[src/rtl/dpdm_pkg.sv]
// Shared definitions for the DP/DM line stage: line-state encodings,
// FSM state types, default SYNC pattern and a counter-sizing helper.
// Optional build macro used by this block: DPDM_RX_TIMEOUT_EN.
package dpdm_pkg;

    // {dp, dm} line states
    localparam logic [1:0] LS_IDLE = 2'b10;
    localparam logic [1:0] LS_SE0  = 2'b00;
    localparam logic [1:0] LS_SE1  = 2'b11;

    localparam logic [7:0] SYNC_DEFAULT = 8'b0101_0100;

    typedef enum logic [2:0] {
        T_IDLE,
        T_SYNC,
        T_DATA,
        T_SE0,
        T_EOPJ
    } tx_state_t;

    typedef enum logic [1:0] {
        R_SEEK,
        R_DATA,
        R_EOP
    } rx_state_t;

    function automatic int max3(input int a, input int b, input int c);
        int m;
        m = a;
        if (b > m) m = b;
        if (c > m) m = c;
        return m;
    endfunction

endpackage

[src/rtl/dpdm_rx.sv]
// Receive half of the DP/DM line stage: SYNC search, bit delivery,
// EOP length validation and line-error reporting.
// Optional build macro: DPDM_RX_TIMEOUT_EN adds an idle-line timeout
// on rx_timeout; without it rx_timeout is tied low.
//
// state  | meaning
// R_SEEK | shifting dp_r looking for a full SYNC match
// R_DATA | delivering data symbols, counting rx_len
// R_EOP  | inside SE0, checking EOP length before the closing IDLE
module dpdm_rx
    import dpdm_pkg::*;
#(
    parameter int                     SYNC_LEN     = 8,
    parameter logic [SYNC_LEN-1:0]    SYNC_PATTERN = SYNC_LEN'(SYNC_DEFAULT),
    parameter int                     EOP_SE0      = 2,
    parameter int                     LEN_W        = 7,
    parameter int                     TIMEOUT_CYC  = 64
) (
    input  logic             clk,
    input  logic             rst_b,
    input  logic             rx_en,
    input  logic             dp_r,
    input  logic             dm_r,
    output logic             rx_bit,
    output logic             rx_valid,
    output logic             rx_done,
    output logic             rx_err,
    output logic [LEN_W-1:0] rx_len,
    output logic             rx_timeout
);

    localparam int CNT_W = $clog2(max3(SYNC_LEN, EOP_SE0, 1) + 1);
    localparam logic [CNT_W-1:0] SEEK_LOAD = CNT_W'(SYNC_LEN - 1);
    localparam logic [CNT_W-1:0] EOP_LOAD  = CNT_W'(EOP_SE0 - 1);

    rx_state_t           rx_state_q;
    logic [SYNC_LEN-1:0] sync_sr_q;
    logic [SYNC_LEN-1:0] sync_sr_d;
    logic [CNT_W-1:0]    seek_cnt_q;
    logic [CNT_W-1:0]    eop_cnt_q;
    logic                rx_bit_q;
    logic                rx_valid_q;
    logic                rx_done_q;
    logic                rx_err_q;
    logic [LEN_W-1:0]    rx_len_q;
    logic [1:0]          line;
    logic                is_data;
    logic                sync_hit;

    assign line      = {dp_r, dm_r};
    assign is_data   = dp_r ^ dm_r;
    assign sync_sr_d = (sync_sr_q << 1) | SYNC_LEN'(dp_r);
    // seek_cnt_q counts down the symbols still needed before the shift
    // register holds SYNC_LEN fresh samples, so cleared zeros never match.
    assign sync_hit  = is_data && (seek_cnt_q == '0) && (sync_sr_d == SYNC_PATTERN);

    // RX protocol FSM with registered outputs
    always_ff @(posedge clk) begin
        if (!rst_b) begin
            rx_state_q <= R_SEEK;
            sync_sr_q  <= '0;
            seek_cnt_q <= SEEK_LOAD;
            eop_cnt_q  <= '0;
            rx_bit_q   <= 1'b0;
            rx_valid_q <= 1'b0;
            rx_done_q  <= 1'b0;
            rx_err_q   <= 1'b0;
            rx_len_q   <= '0;
        end else begin
            rx_valid_q <= 1'b0;
            rx_done_q  <= 1'b0;
            rx_err_q   <= 1'b0;
            if (!rx_en) begin
                rx_state_q <= R_SEEK;
                sync_sr_q  <= '0;
                seek_cnt_q <= SEEK_LOAD;
            end else begin
                unique case (rx_state_q)
                    R_SEEK: begin
                        if (!is_data) begin
                            sync_sr_q  <= '0;
                            seek_cnt_q <= SEEK_LOAD;
                        end else if (sync_hit) begin
                            rx_state_q <= R_DATA;
                            rx_len_q   <= '0;
                            sync_sr_q  <= '0;
                            seek_cnt_q <= SEEK_LOAD;
                        end else begin
                            sync_sr_q <= sync_sr_d;
                            if (seek_cnt_q != '0) seek_cnt_q <= seek_cnt_q - CNT_W'(1);
                        end
                    end
                    R_DATA: begin
                        if (is_data) begin
                            rx_valid_q <= 1'b1;
                            rx_bit_q   <= dp_r;
                            if (!(&rx_len_q)) rx_len_q <= rx_len_q + LEN_W'(1);
                        end else if (line == LS_SE0) begin
                            rx_state_q <= R_EOP;
                            eop_cnt_q  <= EOP_LOAD;
                        end else begin
                            rx_err_q   <= 1'b1;
                            rx_state_q <= R_SEEK;
                        end
                    end
                    R_EOP: begin
                        // eop_cnt_q holds SE0 cycles still expected
                        if (line == LS_SE0) begin
                            if (eop_cnt_q == '0) begin
                                rx_err_q   <= 1'b1;
                                rx_state_q <= R_SEEK;
                            end else begin
                                eop_cnt_q <= eop_cnt_q - CNT_W'(1);
                            end
                        end else if ((line == LS_IDLE) && (eop_cnt_q == '0)) begin
                            rx_done_q  <= 1'b1;
                            rx_state_q <= R_SEEK;
                        end else begin
                            rx_err_q   <= 1'b1;
                            rx_state_q <= R_SEEK;
                        end
                    end
                    default: rx_state_q <= R_SEEK;
                endcase
            end
        end
    end

    assign rx_bit   = rx_bit_q;
    assign rx_valid = rx_valid_q;
    assign rx_done  = rx_done_q;
    assign rx_err   = rx_err_q;
    assign rx_len   = rx_len_q;

`ifdef DPDM_RX_TIMEOUT_EN
    localparam int TO_W = $clog2(TIMEOUT_CYC + 1);
    localparam logic [TO_W-1:0] TO_LOAD = TO_W'(TIMEOUT_CYC - 1);

    logic [TO_W-1:0] to_cnt_q;
    logic            rx_timeout_q;

    // Idle-line timeout: counts down only while enabled and searching
    always_ff @(posedge clk) begin
        if (!rst_b) begin
            to_cnt_q     <= TO_LOAD;
            rx_timeout_q <= 1'b0;
        end else begin
            rx_timeout_q <= 1'b0;
            if (!rx_en || (rx_state_q != R_SEEK) || sync_hit) begin
                to_cnt_q <= TO_LOAD;
            end else if (to_cnt_q == '0) begin
                rx_timeout_q <= 1'b1;
                to_cnt_q     <= TO_LOAD;
            end else begin
                to_cnt_q <= to_cnt_q - TO_W'(1);
            end
        end
    end

    assign rx_timeout = rx_timeout_q;
`else
    assign rx_timeout = 1'b0;
`endif

endmodule

[src/rtl/dpdm_xcvr.sv]
// Host-side DP/DM line stage. The TX serialiser lives here; the receive
// half is dpdm_rx. TX and RX run independently.
// Optional build macro: DPDM_RX_TIMEOUT_EN (enables rx_timeout).
//
// state  | meaning
// T_IDLE | line IDLE, waiting for tx_valid (bit not consumed)
// T_SYNC | shifting out SYNC_PATTERN MSB-first
// T_DATA | tx_ready high, one accepted bit per cycle
// T_SE0  | SE0 portion of the EOP
// T_EOPJ | IDLE portion of the EOP, tx_valid ignored
module dpdm_xcvr
    import dpdm_pkg::*;
#(
    parameter int                     SYNC_LEN     = 8,
    parameter logic [SYNC_LEN-1:0]    SYNC_PATTERN = SYNC_LEN'(SYNC_DEFAULT),
    parameter int                     EOP_SE0      = 2,
    parameter int                     EOP_IDLE     = 1,
    parameter int                     LEN_W        = 7,
    parameter int                     TIMEOUT_CYC  = 64
) (
    input  logic             clk,
    input  logic             rst_b,
    input  logic             tx_bit,
    input  logic             tx_valid,
    input  logic             tx_last,
    output logic             tx_ready,
    output logic             tx_busy,
    output logic             tx_underrun,
    output logic             dp_w,
    output logic             dm_w,
    input  logic             rx_en,
    input  logic             dp_r,
    input  logic             dm_r,
    output logic             rx_bit,
    output logic             rx_valid,
    output logic             rx_done,
    output logic             rx_err,
    output logic [LEN_W-1:0] rx_len,
    output logic             rx_timeout
);

    localparam int CNT_W = $clog2(max3(SYNC_LEN, EOP_SE0, EOP_IDLE) + 1);
    localparam logic [CNT_W-1:0] SYNC_LOAD = CNT_W'(SYNC_LEN - 1);
    localparam logic [CNT_W-1:0] SE0_LOAD  = CNT_W'(EOP_SE0 - 1);
    // On underrun the abort cycle itself already drives SE0, so T_SE0
    // runs one cycle shorter to keep the SE0 run at EOP_SE0.
    localparam logic [CNT_W-1:0] SE0_ABORT_LOAD = CNT_W'((EOP_SE0 > 1) ? EOP_SE0 - 2 : 0);
    localparam logic [CNT_W-1:0] IDLE_LOAD = CNT_W'(EOP_IDLE - 1);

    tx_state_t           tx_state_q;
    logic [CNT_W-1:0]    cnt_q;
    logic [SYNC_LEN-1:0] sync_sr_q;
    logic                dp_w_q;
    logic                dm_w_q;
    logic                tx_ready_q;
    logic                tx_busy_q;
    logic                tx_underrun_q;

    // TX FSM: line symbols are registered, so each symbol chosen in a
    // cycle appears on dp_w/dm_w the following cycle
    always_ff @(posedge clk) begin
        if (!rst_b) begin
            tx_state_q    <= T_IDLE;
            cnt_q         <= '0;
            sync_sr_q     <= '0;
            dp_w_q        <= 1'b1;
            dm_w_q        <= 1'b0;
            tx_ready_q    <= 1'b0;
            tx_busy_q     <= 1'b0;
            tx_underrun_q <= 1'b0;
        end else begin
            tx_underrun_q <= 1'b0;
            unique case (tx_state_q)
                T_IDLE: begin
                    {dp_w_q, dm_w_q} <= LS_IDLE;
                    if (tx_valid) begin
                        tx_state_q <= T_SYNC;
                        cnt_q      <= SYNC_LOAD;
                        sync_sr_q  <= SYNC_PATTERN;
                        tx_busy_q  <= 1'b1;
                    end
                end
                T_SYNC: begin
                    dp_w_q    <= sync_sr_q[SYNC_LEN-1];
                    dm_w_q    <= ~sync_sr_q[SYNC_LEN-1];
                    sync_sr_q <= sync_sr_q << 1;
                    if (cnt_q == '0) begin
                        tx_state_q <= T_DATA;
                        tx_ready_q <= 1'b1;
                    end else begin
                        cnt_q <= cnt_q - CNT_W'(1);
                    end
                end
                T_DATA: begin
                    if (tx_valid && tx_ready_q) begin
                        dp_w_q <= tx_bit;
                        dm_w_q <= ~tx_bit;
                        if (tx_last) begin
                            tx_state_q <= T_SE0;
                            cnt_q      <= SE0_LOAD;
                            tx_ready_q <= 1'b0;
                        end
                    end else begin
                        tx_underrun_q    <= 1'b1;
                        {dp_w_q, dm_w_q} <= LS_SE0;
                        tx_state_q       <= T_SE0;
                        cnt_q            <= SE0_ABORT_LOAD;
                        tx_ready_q       <= 1'b0;
                    end
                end
                T_SE0: begin
                    {dp_w_q, dm_w_q} <= LS_SE0;
                    if (cnt_q == '0) begin
                        tx_state_q <= T_EOPJ;
                        cnt_q      <= IDLE_LOAD;
                    end else begin
                        cnt_q <= cnt_q - CNT_W'(1);
                    end
                end
                T_EOPJ: begin
                    {dp_w_q, dm_w_q} <= LS_IDLE;
                    if (cnt_q == '0) begin
                        tx_state_q <= T_IDLE;
                        tx_busy_q  <= 1'b0;
                    end else begin
                        cnt_q <= cnt_q - CNT_W'(1);
                    end
                end
                default: begin
                    tx_state_q       <= T_IDLE;
                    {dp_w_q, dm_w_q} <= LS_IDLE;
                    tx_ready_q       <= 1'b0;
                    tx_busy_q        <= 1'b0;
                end
            endcase
        end
    end

    assign dp_w        = dp_w_q;
    assign dm_w        = dm_w_q;
    assign tx_ready    = tx_ready_q;
    assign tx_busy     = tx_busy_q;
    assign tx_underrun = tx_underrun_q;

    dpdm_rx #(
        .SYNC_LEN     (SYNC_LEN),
        .SYNC_PATTERN (SYNC_PATTERN),
        .EOP_SE0      (EOP_SE0),
        .LEN_W        (LEN_W),
        .TIMEOUT_CYC  (TIMEOUT_CYC)
    ) u_rx (
        .clk        (clk),
        .rst_b      (rst_b),
        .rx_en      (rx_en),
        .dp_r       (dp_r),
        .dm_r       (dm_r),
        .rx_bit     (rx_bit),
        .rx_valid   (rx_valid),
        .rx_done    (rx_done),
        .rx_err     (rx_err),
        .rx_len     (rx_len),
        .rx_timeout (rx_timeout)
    );

endmodule

[config.mk]
export PLATFORM = sky130hd
export DESIGN_NAME = dpdm_xcvr
export DESIGN_NICKNAME = d
export VERILOG_FILES = /design/src/rtl/dpdm_pkg.sv /design/src/rtl/dpdm_rx.sv /design/src/rtl/dpdm_xcvr.sv
export SDC_FILE = /design/constraint.sdc
export NUM_CORES = 1
export LEC_CHECK = 0
export CAP_MARGIN = 20
export CORE_MARGIN = 8
export CORE_UTILIZATION = 24
export DETAILED_ROUTE_END_ITERATION = 8
export MAX_ROUTING_LAYER = met4
export SETUP_SLACK_MARGIN = 0.2
export SLEW_MARGIN = 20
export SYNTH_ARGS = -nofsm -noshare
export SYNTH_HDL_FRONTEND = slang
export SYNTH_SLANG_ARGS = --single-unit
[constraint.sdc]
create_clock -name clk -period 3.2 [get_ports clk]
set_input_delay 0.64 -clock clk [delete_from_list [all_inputs] [get_ports clk]]
set_output_delay 0.64 -clock clk [all_outputs]
set_load 0.02 [all_outputs]
==> metrics.md <==
| Metric | Value |
|---|---|
| Result of the run | completed |
| Sequential fraction of the synthesis area | 37.17% |
| Routed Wire Length | 6261 um |
| Initial DRT Pass Iterations | 5 |
| Total net switching power | 0.5143 mW |
| Final count of pins violating max slew | 0 |
| Detailed placement HPWL | 4578 um |
| Setup slack at placement | 166.7 ps |
| Type of the setup path with the least slack | input port to flip-flop |
| Slew of the pin with the lowest slew margin | 732.6 ps |
| Mean post-synth cell area | 8.258 sq um |
| Share of post-route cells with drive strength above 1 | 7.273% |
| Routability congestion estimate from global placement | 0.7900 |
| WP data arrival | 2950 ps |
| Synth top area share | 37.17% |
| CTS Buf Count | 5 |
| Gr ovfl total | 0 |
| Most common flop cell mapped by yosys | dfxtp_1 |
| Flip-flop and latch count after synthesis | 46 |
| Design internal power | 1.074 mW |
| Via-to-Cell Ratio | 5.032 |
| Cell variety after synth | 57 |
| Cell area after synthesis | 2477 sq um |
| Number of clock sinks seen by CTS | 46 |
| Chip Width | 117.6 um |
| Slack of the worst reg-to-reg path | 880 ps |
| Final worst path period share | 85.52% |
| Clock latency of the later-clocked register in the worst-skew pair | 300 ps |
| # port buffers | 23 |
| Initial antenna violation count | 0 |
| CP endpoint kind | flip-flop |
| Maximum buffer depth of the clock tree | 2 |
| Number of warning messages in the yosys log | 0 |
| Die outline area | 13830 sq um |
| Logic pwr share | 27.7% |
| Starting DRC count in detailed routing | 215 |
| Top cells by area, synth | dfxtp_1 37%, ha_1 6.6%, nand2_1 4.8% |
| Skew final | 8.848 ps |
| Die outline height | 117.6 um |
| Setup WS post-layout | 463.4 ps |
| Crit path required time | 3420 ps |
| Std-Cell Core Area | 10180 sq um |
| Fraction of registers with async set/reset | 0% |
| Max transition margin | 50.49% |
| Wire length of the first global-routing pass | 10560 um |
| Initial Utilization | 24.32% |
| Max_cap viols | 0 |
| Total power draw | 1.588 mW |
| Number of endpoints failing setup at the final stage | 0 |
| Cell taking the most area after synthesis | dfxtp_1 |
| Synthesized instance count | 300 |
| Root Buffer Master | clkbuf_8 |
| Fraction of power consumed by the clock network | 28.0% |
| CTS Hold Buffers Added | 0 |
| Post-layout minimum cycle time | 2737 ps |
| Post-cts resize count | 0 |
| Number of endpoints with negative hold slack in the final report | 0 |
| Final net count | 350 |
| Switching share of power | 32.39% |
| Clock slew seen by the registers of the worst setup and hold paths | 90 ps |
| Type of the worst min-delay path | flip-flop to flip-flop |
| Unrepaired setup endpoints after global routing | false |
| Peak ir drop on the vdd network | 0.0002808 V |
| Layout overhead on the synthesized area | 21.97% |
| Power per cell area | 525.5 nW/um^2 |
| # DRC | 0 |
| Detailed-route via count | 2345 |
| Count of flip-flops with a built-in enable after synthesis | 0 |
| Worst-path maximum fanout | 5 |
| Wire per inst | 13.44 um |
| Startpoint types | input port |
| Proportion of power drawn by flip-flops and latches | 44.3% |
| Leakage power | 1.074 nW |
| Max frequency | 365.4 MHz |
| Number of rows created at floorplan | 37 |
| Maximum number of pins on one net before global-route repair | 17 |
| Overall global routing resource usage | 9.153% |
| Number of antenna diodes | 0 |
| CTS tree | done |
| Post-CTS Setup Inserts | 0 |
| Via count of the first global-routing pass | 2232 |
| H-tree depth | 2 |
| Remaining number of nets flagged by the antenna check after routing | 0 |
| Ports placed on the boundary | 25 |
| Post-Syn Nets | 321 |
| Fraction of the core area covered by cells at the end of the flow | 29.67% |
| Setup TNS | 0 ps |
==> metrics by stage <==
step                std cells  hold WS [ps]  instance area (sq um)
global placement          458         464.0                   2909
CTS                       466         485.8                   3022
global route              466         505.8                   3022
detailed placement        458         472.0                   2909
floorplan                 300         445.8                   2477
finish                    466         482.1                   3022
==> flip-flops by register name, summed over array words and instances, names as in the netlist <==
register,cells
tx_underrun,1
u_rx.rx_err,1
tx_ready,1
u_rx.rx_done,1
u_rx.rx_valid,1
u_rx.rx_len,7
u_rx.eop_cnt_q,4
dp_w,1
dm_w,1
u_rx.seek_cnt_q,4
u_rx.sync_sr_q,7
u_rx.rx_bit,1
tx_state_q,3
tx_busy,1
cnt_q,4
u_rx.rx_state_q,2
sync_sr_q,6
==> logic make-up after synthesis <==
kind of cell               after synthesis  share of synthesized area, %
and+or+nand+nor                        117                         25.20
AOI/OAI and AO/OA                       84                         23.79
DFF                                     46                         37.17
buffers and inverters                   36                         5.960
adders and majority gates               13                         6.566
muxes                                    2                        0.8081
other                                    1                        0.1514
xor gates and xnor gates                 1                        0.3536
==> worst paths after layout <==
| kind | start | to | cells past startpoint |
|---|---|---|---|
| min | u_rx.eop_cnt_q[3]$_SDFFE_PN0P_ | u_rx.eop_cnt_q[3]$_SDFFE_PN0P_ | 2 |
| min reg2reg | u_rx.eop_cnt_q[3]$_SDFFE_PN0P_ | u_rx.eop_cnt_q[3]$_SDFFE_PN0P_ | 2 |
| max reg2reg | cnt_q[0]$_SDFFE_PN0P_ | cnt_q[0]$_SDFFE_PN0P_ | 7 |
| max | dp_r | u_rx.rx_len[2]$_SDFFE_PN0P_ | 7 |
==> synthesized netlist by cell type, drive strengths merged, types with 2 or more instances <==
master and n:
nand3 13, clkbuf 9, inv 23, nor3 8, or3 3, o311a 2
nor4b 4, o41a 2, and2 2, o41ai 6, or4 2, o21a 3
nor2 22, o32a 2, o211ai 4, o21ai 13, a21o 2, a31oi 4
a21oi 19, nand2b 6, nand2 32, o22ai 5, buf 4, mux2i 2
a211oi 2, nor4bb 3, nor2b 3, a2111oi 4, nor3b 5, a22oi 4
and3 4, nor4 2, ha 13, dfxtp 46, nand3b 2
==> area by class of cell <==
type	count	area, sq um
Clock buffer	5	68.82
Clock inverter	3	43.79
Fill cell	1108	7163
Inverter	23	88.84
Multi-Input combinational cell	218	1409
Sequential cell	46	920.9
Tap cell	136	170.2
Timing Repair Buffer	35	320.3
==> power groups by stage <==
| stage | Clock [mW] | Sequential [mW] | Combinational [mW] |
|---|---|---|---|
| global placement | 0 | 0.713 | 0.430 |
| CTS | 0.462 | 0.703 | 0.440 |
| global route | 0.481 | 0.717 | 0.494 |
| finish | 0.445 | 0.703 | 0.440 |
| detailed placement | 0 | 0.716 | 0.438 |
| floorplan | 0 | 0.700 | 0.310 |
==> worst max-delay path: stages <==
cell and delay [ps]:
clkdlybuf4s50_1 560, inv_1 70, ha_1 330, nor4bb_1 420, a31oi_1 200, or4_1 500, o32ai_1 230
==> placed cells by master (no fill, tap or decap), drive strengths merged, types with 3 or more instances in the layout <==
master	Yosys	final
a2111oi	4	4
a21oi	19	19
a22oi	4	4
a31oi	4	4
and3	4	4
buf	4	12
clkbuf	9	5
clkdlybuf4s50	0	23
dfxtp	46	46
ha	13	13
inv	23	24
nand2	32	32
nand2b	6	6
nand3	13	13
nor2	22	22
nor2b	3	3
nor3	8	8
nor3b	5	5
nor4b	4	4
nor4bb	3	3
o211ai	4	4
o21a	3	3
o21ai	13	13
o22ai	5	5
o41ai	6	6
or3	3	3
==> routing by layer <==
layer	track usage (%)	wire length, um	vias up
met1	11.10	3000	1137
met3	2.014	171	11
met4	3.042	119	0
met2	14.76	2969	42
li1	-	-	1155
met5	-	0	-
No activity file was read; power rests on OpenSTA's default activity.
